`src/rtl/operand_driver_pkg.sv`:
```
// Shared types and width helpers for the operand driver and its capture FIFO.
package operand_driver_pkg;

    typedef enum logic [1:0] {
        ST_IDLE,
        ST_DRIVE,
        ST_DRAIN,
        ST_DONE
    } state_t;

    localparam int IDX_W = 8;
    localparam int LAT_W = 3;

    function automatic int ptr_w(input int depth);
        return (depth > 1) ? $clog2(depth) : 1;
    endfunction

    function automatic int cnt_w(input int depth);
        return $clog2(depth) + 1;
    endfunction

endpackage

```
`src/rtl/operand_driver_if.sv`:
```
// Operand stream, result capture and read-port signals between the driver and its environment.
interface operand_driver_if #(
    parameter int DATA_W    = 8,
    parameter int CAP_DEPTH = 8
);
    import operand_driver_pkg::*;

    logic                          start;
    logic [DATA_W-1:0]             data_a;
    logic [DATA_W-1:0]             data_b;
    logic [DATA_W-1:0]             dut_out;
    logic                          busy;
    logic                          done;
    logic                          rd_en;
    logic [DATA_W-1:0]             rd_data;
    logic                          rd_valid;
    logic [cnt_w(CAP_DEPTH)-1:0]   cap_count;
    logic                          overflow;

    modport master (
        input  start, dut_out, rd_en,
        output data_a, data_b, busy, done, rd_data, rd_valid, cap_count, overflow
    );

    modport slave (
        output start, dut_out, rd_en,
        input  data_a, data_b, busy, done, rd_data, rd_valid, cap_count, overflow
    );

endinterface

```
`src/rtl/operand_driver_sync_fifo.sv`:
```
// Capture FIFO: registered read port, sticky overflow, push accepted on full when a pop frees a slot.
module operand_driver_sync_fifo
    import operand_driver_pkg::*;
#(
    parameter int DATA_W    = 8,
    parameter int CAP_DEPTH = 8
) (
    input  logic                        clk,
    input  logic                        reset,
    input  logic                        push,
    input  logic [DATA_W-1:0]           push_data,
    input  logic                        pop,
    output logic [DATA_W-1:0]           pop_data,
    output logic                        pop_valid,
    output logic [cnt_w(CAP_DEPTH)-1:0] count,
    output logic                        overflow
);
    localparam int PTR_W = ptr_w(CAP_DEPTH);
    localparam int CNT_W = cnt_w(CAP_DEPTH);
    localparam logic [CNT_W-1:0] DEPTH_C = CNT_W'(CAP_DEPTH);

    logic [DATA_W-1:0] mem [CAP_DEPTH];
    logic [PTR_W-1:0]  wr_ptr;
    logic [PTR_W-1:0]  rd_ptr;
    logic              full;
    logic              empty;
    logic              pop_ok;
    logic              push_ok;

    always_comb begin
        full    = (count == DEPTH_C);
        empty   = (count == '0);
        pop_ok  = pop && !empty;
        // On full, the slot freed by a same-cycle pop is reused by the push.
        push_ok = push && (!full || pop_ok);
    end

    always_ff @(posedge clk) begin
        if (reset && push_ok) begin
            mem[wr_ptr] <= push_data;
        end
    end

    always_ff @(posedge clk) begin
        if (!reset) begin
            wr_ptr    <= '0;
            rd_ptr    <= '0;
            count     <= '0;
            pop_data  <= '0;
            pop_valid <= 1'b0;
            overflow  <= 1'b0;
        end else begin
            pop_valid <= pop_ok;
            if (pop_ok) begin
                pop_data <= mem[rd_ptr];
                rd_ptr   <= rd_ptr + PTR_W'(1);
            end
            if (push_ok) begin
                wr_ptr <= wr_ptr + PTR_W'(1);
            end
            if (push && !push_ok) begin
                overflow <= 1'b1;
            end
            case ({push_ok, pop_ok})
                2'b10:   count <= count + CNT_W'(1);
                2'b01:   count <= count - CNT_W'(1);
                default: count <= count;
            endcase
        end
    end

endmodule

```
`src/rtl/operand_driver.sv`:
```
// Cycle-exact operand sequencer for the two-operand datapath, with latency-aligned result capture.
module operand_driver
    import operand_driver_pkg::*;
#(
    parameter int DATA_W    = 8,
    parameter int A_START   = 0,
    parameter int A_STEP    = 40,
    parameter int B_START   = 177,
    parameter int B_STEP    = 16,
    parameter int N_VEC     = 5,
    parameter int LATENCY   = 1,
    parameter int CAP_DEPTH = 8
) (
    input  logic                 clk,
    input  logic                 reset,
    operand_driver_if.master     io
);
    localparam logic [DATA_W-1:0] A_INIT   = DATA_W'(A_START);
    localparam logic [DATA_W-1:0] A_INC    = DATA_W'(A_STEP);
    localparam logic [DATA_W-1:0] B_INIT   = DATA_W'(B_START);
    localparam logic [DATA_W-1:0] B_DEC    = DATA_W'(B_STEP);
    localparam logic [IDX_W-1:0]  LAST_IDX = IDX_W'(N_VEC - 1);
    localparam logic [LAT_W-1:0]  LAST_LAT = LAT_W'(LATENCY - 1);

    state_t             state;
    logic [IDX_W-1:0]   idx;
    logic [LAT_W-1:0]   lat_cnt;
    logic [LATENCY-1:0] pipe;
    logic [DATA_W-1:0]  a_q;
    logic [DATA_W-1:0]  b_q;
    logic               busy_q;
    logic               done_q;
    logic               in_drive;

    always_comb begin
        in_drive  = (state == ST_DRIVE);
        io.data_a = a_q;
        io.data_b = b_q;
        io.busy   = busy_q;
        io.done   = done_q;
    end

    always_ff @(posedge clk) begin
        if (!reset) begin
            state   <= ST_IDLE;
            idx     <= '0;
            lat_cnt <= '0;
            pipe    <= '0;
            a_q     <= A_INIT;
            b_q     <= B_INIT;
            busy_q  <= 1'b0;
            done_q  <= 1'b0;
        end else begin
            // Valid marker for each presented vector; its tail lines up with the result on dut_out.
            pipe <= LATENCY'({pipe, in_drive});
            case (state)
                ST_IDLE, ST_DONE: begin
                    if (io.start) begin
                        state  <= ST_DRIVE;
                        idx    <= '0;
                        a_q    <= A_INIT;
                        b_q    <= B_INIT;
                        busy_q <= 1'b1;
                        done_q <= 1'b0;
                    end
                end
                ST_DRIVE: begin
                    if (idx == LAST_IDX) begin
                        state   <= ST_DRAIN;
                        lat_cnt <= '0;
                    end else begin
                        idx <= idx + IDX_W'(1);
                        a_q <= a_q + A_INC;
                        b_q <= b_q - B_DEC;
                    end
                end
                ST_DRAIN: begin
                    if (lat_cnt == LAST_LAT) begin
                        state  <= ST_DONE;
                        busy_q <= 1'b0;
                        done_q <= 1'b1;
                    end else begin
                        lat_cnt <= lat_cnt + LAT_W'(1);
                    end
                end
                default: state <= ST_IDLE;
            endcase
        end
    end

    operand_driver_sync_fifo #(
        .DATA_W    (DATA_W),
        .CAP_DEPTH (CAP_DEPTH)
    ) u_fifo (
        .clk       (clk),
        .reset     (reset),
        .push      (pipe[LATENCY-1]),
        .push_data (io.dut_out),
        .pop       (io.rd_en),
        .pop_data  (io.rd_data),
        .pop_valid (io.rd_valid),
        .count     (io.cap_count),
        .overflow  (io.overflow)
    );

endmodule

```
`src/flat_wrapper.sv`:
```
// flat-port wrapper written by rule: the top's interface ports become plain ports
module operand_driver_flat import operand_driver_pkg::*;
#(
    parameter int DATA_W    = 8,
    parameter int A_START   = 0,
    parameter int A_STEP    = 40,
    parameter int B_START   = 177,
    parameter int B_STEP    = 16,
    parameter int N_VEC     = 5,
    parameter int LATENCY   = 1,
    parameter int CAP_DEPTH = 8
)
  (clk, reset, io_start, io_dut_out, io_rd_en, io_data_a, io_data_b, io_busy, io_done, io_rd_data, io_rd_valid, io_cap_count, io_overflow);
  operand_driver_if #(.DATA_W(DATA_W), .CAP_DEPTH(CAP_DEPTH)) io_i ();
  input  logic clk;
  input  logic reset;
  input wire logic [$bits(io_i.start)-1:0] io_start;
  input wire logic [$bits(io_i.dut_out)-1:0] io_dut_out;
  input wire logic [$bits(io_i.rd_en)-1:0] io_rd_en;
  output wire logic [$bits(io_i.data_a)-1:0] io_data_a;
  output wire logic [$bits(io_i.data_b)-1:0] io_data_b;
  output wire logic [$bits(io_i.busy)-1:0] io_busy;
  output wire logic [$bits(io_i.done)-1:0] io_done;
  output wire logic [$bits(io_i.rd_data)-1:0] io_rd_data;
  output wire logic [$bits(io_i.rd_valid)-1:0] io_rd_valid;
  output wire logic [$bits(io_i.cap_count)-1:0] io_cap_count;
  output wire logic [$bits(io_i.overflow)-1:0] io_overflow;
  assign io_i.start = io_start;
  assign io_i.dut_out = io_dut_out;
  assign io_i.rd_en = io_rd_en;
  assign io_data_a = io_i.data_a;
  assign io_data_b = io_i.data_b;
  assign io_busy = io_i.busy;
  assign io_done = io_i.done;
  assign io_rd_data = io_i.rd_data;
  assign io_rd_valid = io_i.rd_valid;
  assign io_cap_count = io_i.cap_count;
  assign io_overflow = io_i.overflow;
  operand_driver #(.DATA_W(DATA_W), .A_START(A_START), .A_STEP(A_STEP), .B_START(B_START), .B_STEP(B_STEP), .N_VEC(N_VEC), .LATENCY(LATENCY), .CAP_DEPTH(CAP_DEPTH)) u_core (.clk(clk), .reset(reset), .io(io_i));
endmodule
```
`config.mk`:
```
export PLATFORM = sky130hd
export DESIGN_NAME = operand_driver_flat
export DESIGN_NICKNAME = d
export VERILOG_FILES = /design/src/rtl/operand_driver_pkg.sv /design/src/rtl/operand_driver_if.sv /design/src/rtl/operand_driver_sync_fifo.sv /design/src/rtl/operand_driver.sv /design/src/flat_wrapper.sv
export SDC_FILE = /design/constraint.sdc
export NUM_CORES = 1
export LEC_CHECK = 0
export BUFFER_PORTS_ARGS = -buffer_cell sky130_fd_sc_hd__buf_2
export CAP_MARGIN = 20
export CELL_PAD_IN_SITES_DETAIL_PLACEMENT = 0
export CELL_PAD_IN_SITES_GLOBAL_PLACEMENT = 1
export CORE_UTILIZATION = 40
export DETAILED_ROUTE_END_ITERATION = 6
export MAX_ROUTING_LAYER = met4
export PLACE_DENSITY_LB_ADDON = 0.1
export SETUP_SLACK_MARGIN = 0.02
export SKIP_LAST_GASP = 1
export SYNTH_ARGS = -nofsm -noshare
export SYNTH_HDL_FRONTEND = slang
export SYNTH_HIERARCHICAL = 1
export SYNTH_SLANG_ARGS = --single-unit
```
`constraint.sdc`:
```
create_clock -name clk -period 2.4 [get_ports clk]
set_input_delay 0.24 -clock clk [delete_from_list [all_inputs] [get_ports clk]]
set_output_delay 0.24 -clock clk [all_outputs]
set_load 0.03 [all_outputs]
```
==> impl_metrics.toml <==
[logic_synthesis]
synth_seq_area_share_pct = 59.5
async_flop_share_pct = 0
synthFlopType = "edfxtp_1"
synth-edff-count = 64
syn_avg_cell_area_um2 = 13.0
yosysWarningCount = 6
ys_ff_latch = 110
syn_inst = 367
synthDistinctLibCells = 54
syn_area_um2 = 4780

[final_layout]
syn2layout_area_growth_pct = 13.6
diodes = 0
finalNonFillerCells = 560
design_area_um2 = 5430
final_cell_mix = "edfxtp_1 (64), dfxtp_1 (46), buf_2 (37)"
drive_above_1_share_pct = 22.5
final_net_count = 438
final_common_cell = "edfxtp_1"
fin_util_pct = 47.1

[worst_setup_path]
arrival_ns = 2.36
cp_max_fo = 8
crit_start = "u_core/u_fifo/count[0]"
r2r-end = "u_core/u_fifo/count[3]"
startpoint_type = "flop"
rrSetupSlack_ns = 0.28
r2r_cells = 8
crit_path_top_delay_cell = "o41a_2"
setup.worst_path.end_class = "flop"
r2r_start = "u_core/u_fifo/count[0]"
crit_required_ns = 2.64
path_cells = "o41a_2 -> nand2b_1 -> inv_1 -> ha_1 -> a21oi_1 -> nand2_1 -> mux2i_1 -> a31oi_1"
slowest_delay_ns = 0.51
critical_path_class = "reg -> reg"

[power]
p_clk_share_pct = 25.4
p_sw_mw = 2.00
p_total_mw = 5.65
swShare_pct = 35.5
intPower_mw = 3.64
p_seq_share_pct = 41.8
vdd_drop_max_v = 0.000420
pwr_density_cell_nw_per_um2 = 1040
p_leak_nw = 1.96
p_comb_share_pct = 32.8

[clocking]
clockBufferDepth = 2
clkTransAtPathRegs_ns = 0.07
hold_buffers = 0
htree_levels = 3
clock_latency_ns = 0.35
cts_resized = 0
cts-root-buf = "clkbuf_16"
cts_setup_buffers = 0
cts_tree = "yes"
cts_sinks = 110
cts_buffers = 9

[placed_design]
finalWeightedCongestion = 0.766
placed_cells = 544
dp_hpwl_mm = 6.03
place_area_um2 = 5140
io_buffers = 37

[hold_path]
holdPathStages = 1
worstHoldEndpoint = "u_core/u_fifo/mem[5][5]"
hold_path_startpoint = "io_dut_out[5]"
min_path_type = "in -> reg"

[flow_run]
maxCapViolCount = 0

[timing]
period_needed_ns = 2.12
rsz0062_at_grt = "false"
fmax_mhz = 472
finalSetupViolCount = 0
hold_viol_final = 0
finalSetupTns_ns = 0
drv_slew = 0
timing.slew.headroom_pct = 40.4
worstMarginPinSlew_ns = 0.891
finClkSkew_ns = 0.00716
fin_crit_sh_pct = 88.2

[detailed_routing]
wl_met3_um = 390
viasPerCell = 5.14
drc = 4
vias = 2878
first_iter_violations = 166
detail_route.wl_per_cell_um = 16.1
met1_length_mm = 4.40
wl_met2_mm = 4.12
dr.pass1.iters = 6
top_layer = "met4"
wirelength_mm = 9.03
ant_nets = 0

[global_route]
grt_max_degree = 33
track_usage_pct = 17.0
grt_first_pass_wirelength_mm = 15.3
overflow = 0
first_global_vias = 2932
antenna_found_initial = 0

[floorplanning]
rows = 39
die_w_um = 111
initial_utilization_pct = 41.5
coreArea_um2 = 11500
dieArea_um2 = 12400
num_io_pins = 44
die_y_um = 111

[status]
status = "finished, violations left"
failed_checks = "DRC"
==> cells by family after synthesis <==
kind of cell	count (synthesis)	share of synthesized area, %
compound gates	67	9.17
xor+xnor	11	2.02
fa+ha+maj	14	3.83
buf+inv	40	4.06
flops	110	59.5
mux	33	11.1
other cells	1	0.0785
simple gates	91	10.2
==> sequential cells by signal, summed over array words and instances, names as in the netlist, 2 cells and up <==
register,count
u_core/u_fifo/count,4
u_core/idx,8
u_core/u_fifo/wr_ptr,3
u_core/lat_cnt,3
u_core/io.data_a,5
u_core/u_fifo/pop_data,8
u_core/u_fifo/rd_ptr,3
u_core/u_fifo/mem,64
u_core/io.data_b,5
u_core/state,2
==> how the worst max path moves through the flow <==
stage / to / slack, ns / cells past startpoint
finish: u_core/u_fifo/count[3] / 0.28 / 8
global route: u_core/io.data_a[6] / 0.09 / 6
CTS: u_core/u_fifo/count[3] / 0.28 / 8
detailed placement: u_core/u_fifo/count[3] / 0.28 / 8
global placement: u_core/u_fifo/count[3] / 0.34 / 8
floorplan: u_core/u_fifo/count[3] / 0.04 / 10
==> metrics by stage <==
step | worst slack (ns) | hold slack (ns)
final | 0.283 | 0.151
after global routing | 0.0922 | 0.148
after CTS | 0.276 | 0.138
after detailed placement | 0.278 | 0.427
after global placement | 0.335 | 0.417
after floorplan | 0.0441 | 0.339
==> per-layer routing <==
layer  track usage (%)  vias to the layer above
met5                 -                        -
met4              6.31                        0
met3              4.21                        9
met2              25.4                       56
met1              22.4                     1376
li1                  -                     1437
==> worst max-delay path, delay by kind of cell (launching register included) <==
family                     cells  cell delay, ns
AOI/OAI and AO/OA              3            0.83
adders and majority gates      1            0.31
buffers and inverters          1            0.07
DFF                            1            0.39
muxes                          1            0.16
and+or+nand+nor                2            0.23
==> layout make-up <==
type | count | area [um^2]
clock inverters | 7 | 61.3
inverters | 17 | 63.8
well taps | 143 | 179
clock buffers | 9 | 225
fillers | 1059 | 6090
multi-input cells | 222 | 1760
repair buffers | 52 | 298
flip-flops and latches | 110 | 2840
==> power by group through the flow <==
stage / combinational [mW] / clock (mW) / sequential [mW]
global route: 2.06 / 1.56 / 2.40
finish: 1.85 / 1.43 / 2.36
detailed placement: 1.88 / 0 / 2.41
floorplan: 1.23 / 0 / 2.61
global placement: 1.86 / 0 / 2.40
CTS: 1.88 / 1.49 / 2.36
==> cell usage after synthesis, types with 3 or more instances <==
library cell / instances / area (um^2)
nor2_1: 21 / 78.8
nor3_1: 8 / 40.0
nand2_1: 17 / 63.8
inv_1: 17 / 63.8
or3_1: 8 / 50.1
xor2_1: 4 / 35.0
buf_2: 4 / 20.0
mux2i_1: 16 / 160
nor4_1: 3 / 18.8
o211ai_1: 3 / 22.5
nand2b_1: 9 / 56.3
clkbuf_1: 8 / 30.0
xnor2_1: 7 / 61.3
ha_1: 13 / 163
dfxtp_1: 46 / 921
o21ai_0: 22 / 110
buf_4: 8 / 60.1
edfxtp_1: 64 / 1920
mux4_2: 16 / 360
nand3_1: 13 / 65.1
a21oi_1: 23 / 115
(Power assumes the default switching activity.)
